===== src/rtl/wb_initiator_pkg.sv =====
// Shared definitions for the Wishbone single-beat initiator.
// State encoding and default widths used by wb_initiator and its watchdog.
package wb_initiator_pkg;

    localparam int DEFAULT_AW      = 32;
    localparam int DEFAULT_DW      = 32;
    localparam int DEFAULT_TIMEOUT = 255;

    typedef enum logic [1:0] {
        IDLE = 2'd0,
        BUS  = 2'd1,
        RESP = 2'd2
    } state_t;

endpackage


===== src/rtl/wb_initiator_wdog.sv =====
// Bus-cycle watchdog: counts cycles while enabled, flags the TIMEOUT-th cycle.
// Only built when WB_INITIATOR_TIMEOUT_EN is defined, so the default build carries no counter.
`ifdef WB_INITIATOR_TIMEOUT_EN
module wb_initiator_wdog
    import wb_initiator_pkg::*;
#(
    parameter int TIMEOUT = DEFAULT_TIMEOUT
) (
    input  logic clk,
    input  logic rst,
    input  logic clear,
    input  logic enable,
    output logic expired
);

    localparam int            CW   = $clog2(TIMEOUT + 1);
    localparam logic [CW-1:0] LAST = CW'(TIMEOUT - 1);

    logic [CW-1:0] cnt;

    // cnt holds (cycles already spent in BUS), so cnt==TIMEOUT-1 marks the last allowed cycle
    assign expired = enable && (cnt == LAST);

    always_ff @(posedge clk or posedge rst) begin
        if (rst)
            cnt <= '0;
        else if (clear)
            cnt <= '0;
        else if (enable && !expired)
            cnt <= cnt + 1'b1;
    end

endmodule
`endif


===== src/rtl/wb_initiator.sv =====
// Single-beat Wishbone classic initiator bridging a valid/ready command/response pair.
// Optional ack timeout enabled with the WB_INITIATOR_TIMEOUT_EN macro.
module wb_initiator
    import wb_initiator_pkg::*;
#(
    parameter int AW      = DEFAULT_AW,
    parameter int DW      = DEFAULT_DW,
    parameter int TIMEOUT = DEFAULT_TIMEOUT
) (
    input  logic            wb_clk_i,
    input  logic            wb_rst_i,
    input  logic            cmd_valid_i,
    output logic            cmd_ready_o,
    input  logic            cmd_we_i,
    input  logic [AW-1:0]   cmd_adr_i,
    input  logic [DW-1:0]   cmd_dat_i,
    input  logic [DW/8-1:0] cmd_sel_i,
    output logic            rsp_valid_o,
    input  logic            rsp_ready_i,
    output logic [DW-1:0]   rsp_dat_o,
    output logic            rsp_err_o,
    output logic            wbm_cyc_o,
    output logic            wbm_stb_o,
    output logic            wbm_we_o,
    output logic [AW-1:0]   wbm_adr_o,
    output logic [DW-1:0]   wbm_dat_o,
    output logic [DW/8-1:0] wbm_sel_o,
    input  logic            wbm_ack_i,
    input  logic [DW-1:0]   wbm_dat_i
);

    if ((DW % 8) != 0 || TIMEOUT < 1 || TIMEOUT > 65535) begin : g_param_check
        $error("wb_initiator: DW must be a multiple of 8 and TIMEOUT within 1..65535");
    end

    state_t state;
    logic   alive;
    logic   expired;

    // alive keeps cmd_ready low until the first edge after reset releases
    assign cmd_ready_o = alive && (state == IDLE);
    assign wbm_stb_o   = wbm_cyc_o;

`ifdef WB_INITIATOR_TIMEOUT_EN
    logic err_q;

    wb_initiator_wdog #(
        .TIMEOUT (TIMEOUT)
    ) u_wdog (
        .clk     (wb_clk_i),
        .rst     (wb_rst_i),
        .clear   (state != BUS),
        .enable  (state == BUS),
        .expired (expired)
    );

    assign rsp_err_o = err_q;
`else
    assign expired   = 1'b0;
    assign rsp_err_o = 1'b0;
`endif

    always_ff @(posedge wb_clk_i or posedge wb_rst_i) begin
        if (wb_rst_i) begin
            state       <= IDLE;
            alive       <= 1'b0;
            wbm_cyc_o   <= 1'b0;
            wbm_we_o    <= 1'b0;
            wbm_adr_o   <= '0;
            wbm_dat_o   <= '0;
            wbm_sel_o   <= '0;
            rsp_valid_o <= 1'b0;
            rsp_dat_o   <= '0;
`ifdef WB_INITIATOR_TIMEOUT_EN
            err_q       <= 1'b0;
`endif
        end else begin
            alive <= 1'b1;
            case (state)
                IDLE: begin
                    if (cmd_valid_i && cmd_ready_o) begin
                        state     <= BUS;
                        wbm_cyc_o <= 1'b1;
                        wbm_we_o  <= cmd_we_i;
                        wbm_adr_o <= cmd_adr_i;
                        wbm_dat_o <= cmd_dat_i;
                        wbm_sel_o <= cmd_sel_i;
                    end
                end
                BUS: begin
                    // ack wins over a coinciding timeout
                    if (wbm_ack_i || expired) begin
                        state       <= RESP;
                        wbm_cyc_o   <= 1'b0;
                        wbm_we_o    <= 1'b0;
                        wbm_adr_o   <= '0;
                        wbm_dat_o   <= '0;
                        wbm_sel_o   <= '0;
                        rsp_valid_o <= 1'b1;
                        rsp_dat_o   <= (wbm_ack_i && !wbm_we_o) ? wbm_dat_i : '0;
`ifdef WB_INITIATOR_TIMEOUT_EN
                        err_q       <= !wbm_ack_i;
`endif
                    end
                end
                RESP: begin
                    if (rsp_ready_i) begin
                        state       <= IDLE;
                        rsp_valid_o <= 1'b0;
                        rsp_dat_o   <= '0;
`ifdef WB_INITIATOR_TIMEOUT_EN
                        err_q       <= 1'b0;
`endif
                    end
                end
                default: state <= IDLE;
            endcase
        end
    end

endmodule


===== config.mk =====
export PLATFORM = sky130hd
export DESIGN_NAME = wb_initiator
export DESIGN_NICKNAME = d
export VERILOG_FILES = /design/src/rtl/wb_initiator_pkg.sv /design/src/rtl/wb_initiator_wdog.sv /design/src/rtl/wb_initiator.sv
export SDC_FILE = /design/constraint.sdc
export NUM_CORES = 1
export LEC_CHECK = 0
export ABC_AREA = 0
export BUFFER_PORTS_ARGS = -buffer_cell sky130_fd_sc_hd__buf_2
export CAP_MARGIN = 0
export CORE_AREA = 5 5 96 98
export DETAILED_ROUTE_END_ITERATION = 8
export DIE_AREA = 0 0 101 103
export PLACE_DENSITY = 0.9
export SLEW_MARGIN = 25
export SYNTH_ARGS = -nofsm -noshare
export SYNTH_HDL_FRONTEND = slang
export SYNTH_SLANG_ARGS = --single-unit

===== constraint.sdc =====
create_clock -name wb_clk_i -period 5.9 [get_ports wb_clk_i]
set_clock_uncertainty 0.05 [all_clocks]
set_input_delay 1.18 -clock wb_clk_i [delete_from_list [all_inputs] [get_ports wb_clk_i]]
set_output_delay 1.18 -clock wb_clk_i [all_outputs]
set_load 0.01 [all_outputs]

==> impl_metrics.yaml <==
global_route:
  grt_first_pass_wirelength_um: 14800
  grt_pass1_vias: 3049
  globalRoute.totalOverflow: 0
  globalRouteTotalUtil: 0.181
  pin_count_of_the_biggest_net_entering_global_routing: 70
  grt_antenna_before_repair: 0
sta:
  fin_setup_tns_ps: 0
  report.final.hold_viol_count: 0
  setup_slack_ps: 3360
  period_minus_slack_ps: 2540
  rsz0062_at_grt: "no"
  finalSetupViolCount: 0
  final.hold.worst_slack_ps: 452
  max-slew-margin-rel: 0.517
  final_max_slew_viol_count: 0
  fin_crit_sh: 0.430
  timing.fmax_ghz: 0.394
  worst_pin_slew_ps: 724
clocking:
  post_cts_buffers: 0
  cts-hold-fix-buffers: 0
  cts_sinks: 106
  htree_levels: 3
  postCtsResizedCells: 0
  clock_insertion_delay_worst_skew_ps: 340
  cts_tree: "built"
  clock-root-buffer: "sky130_fd_sc_hd__clkbuf_8"
  clkSlewWorstSetupHoldPaths_ps: 90
  tritoncts.num_buffers: 9
  ctsLongestPathBuffers: 2
place:
  dp_cells: 553
  preCtsSetupSlack_ps: 3280
  gp_congestion: 0.747
  place.port_buffers: 210
  place.detailed.hpwl_um: 7210
  placed_area_um2: 4920
floorplan:
  initial_utilization: 0.453
  top_level_ports: 212
  fp.dieArea_um2: 10400
  rows: 34
  core_region_area_um2: 8380
  die_y_um: 103
  die_width_um: 101
cells_and_area:
  antenna-diode-count: 0
  final_core_util: 0.616
  number_of_nets_in_the_finished_design: 562
  post_route_cells_drive_above_1_share: 0.511
  area_growth_pct: 36.0
  post-route-cell-area_um2: 5170
  finish.cell_count_without_fillers: 568
critical_path:
  setup.reg_to_reg.worst_slack_ps: 3970
  crit_path_launch_type: "flip-flop"
  critPathTopFamily: "flip-flops"
  crit_type: "flip-flop to primary output"
  crit_end: "cmd_ready_o"
  critPathMaxStageDelay_ps: 530
  worst-endpoint-required_ps: 4670
  timing.critical_path.buf_inv: 2
  startpoint_of_the_worst_register_to_register_path: "state[1]$_DFFE_PP0P_"
  crit_path_start: "state[1]$_DFFE_PP0P_"
  regToRegEndpoint: "wbm_dat_o[13]$_DFFE_PP0P_"
  crit_path_cell_trace: "inv_1, and3_1, buf_2"
  reg2regPathDepth: 3
  critical_path_depth: 3
  critPathCaptureType: "primary output"
  critical_path_arrival_ps: 1310
  critical_path.max_fanout: 8
  cp_slowest_cell: "sky130_fd_sc_hd__dfrtp_1"
pwr:
  vdd.ir_drop.worst_v: 0.000209
  post-layout-total-power_mw: 2.39
  pwrdens_nw_per_um2: 463
  power_leakage_nw: 2.89
yosys:
  post_synth_inst_count: 255
  synth.cell_area_um2: 3800
  syn-mean-instance-area_um2: 14.9
  synth_top_cell_area_share: 0.698
  ys_top_cells_by_area: "sky130_fd_sc_hd__dfrtp_1 70%, sky130_fd_sc_hd__a22o_1 23%, sky130_fd_sc_hd__buf_2 1.7%"
  synthesis.yosys.warnings: 0
  synth_sequential_area_ratio: 0.698
  synth.largest_area_cell: "sky130_fd_sc_hd__dfrtp_1"
  post_synthesis_register_bit_count: 106
  syn-num-nets: 361
  yosys_cell_types: 21
detailed_routing:
  totalWireLength_um: 9830
  drtPass1Iterations: 4
  drt_first_iter_violations: 83
  route.detailed.drc: 0
  wl_per_cell_um: 17.3
  dr_total_vias: 3014
  route.detailed.vias_per_inst: 5.31
  antenna_violating_nets_post_route: 0
run_status:
  status: "complete, no violations"
worst_hold_path:
  hold_start: "wbm_dat_o[18]$_DFFE_PP0P_"
  hold_path.class: "flip-flop to flip-flop"
flow_run:
  max_cap_violation_count: 0
area by class of cell:
type,count,area (um^2)
clock buffer,11,151
clock inverter,4,98.8
fill,666,3210
inverter,5,21.3
multi-input combinational,120,1030
sequential,106,2650
tap,108,135
timing repair buffer,214,1080
power breakdown:
group	internal [mW]	switching (mW)	total, mW
registers	0.968	0.145	1.11
clock network	0.304	0.225	0.529
logic	0.373	0.380	0.753
layout by cell type, fill, tap and decap left out, types with 2 or more instances in the layout:
master                      netlist  layout
sky130_fd_sc_hd__buf_2           13     210
sky130_fd_sc_hd__dfrtp_1        106     106
sky130_fd_sc_hd__a22o_1         101     101
sky130_fd_sc_hd__clkbuf_8         0      11
sky130_fd_sc_hd__inv_1            5       4
sky130_fd_sc_hd__buf_4            4       4
sky130_fd_sc_hd__a21oi_1          3       3
sky130_fd_sc_hd__bufinv_16        0       3
sky130_fd_sc_hd__o21ai_0          2       2
sky130_fd_sc_hd__nand2_1          2       2
sky130_fd_sc_hd__conb_1           2       2
state kept, by name, summed over array words and instances (netlist names):
name,flops
rsp_dat_o,32
wbm_adr_o,32
wbm_dat_o,32
wbm_sel_o,4
state,2
alive,1
rsp_valid_o,1
wbm_cyc_o,1
wbm_we_o,1
worst min-delay path by stage:
stage | end | slack (ps) | depth (start not counted)
after floorplan | wbm_cyc_o$_DFFE_PP0P_ | 460 | 1
after global placement | wbm_adr_o[6]$_DFFE_PP0P_ | 430 | 1
after detailed placement | wbm_adr_o[9]$_DFFE_PP0P_ | 430 | 1
after CTS | wbm_dat_o[24]$_DFFE_PP0P_ | 460 | 1
after global routing | rsp_dat_o[10]$_DFFE_PP0P_ | 470 | 1
final | wbm_dat_o[18]$_DFFE_PP0P_ | 450 | 1
metal layers:
layer  part of all wire  GRT usage
met1               0.39      0.229
met3              0.085     0.0406
met5                  0          0
met2               0.50      0.307
met4              0.024     0.0685
kinds of logic (layout without fill, tap and decap cells):
logic type	Yosys count	count (layout)	share of synthesized area
AO/OA/AOI/OAI	109	109	0.247
flip-flops	106	106	0.698
buffers and inverters	29	234	0.0389
AND/OR/NAND/NOR	9	9	0.0142
other	2	2	0.00198
Yosys cell counts, drive strengths merged:
cell	number
and3	1
nand2	2
nor4bb	1
clkbuf	6
buf	18
conb	2
a21oi	3
and3b	1
nor2b	1
nor2	2
a22o	101
o21ai	2
inv	5
a31oi	2
nand3	1
dfrtp	106
a31o	1
worst register-to-register path, cell delays in order (launching register included):
cell and delay (ps):
sky130_fd_sc_hd__dfrtp_1 500, sky130_fd_sc_hd__nor4bb_4 380, sky130_fd_sc_hd__buf_4 610, sky130_fd_sc_hd__a22o_1 320
No activity file was read; power rests on OpenSTA's default activity.
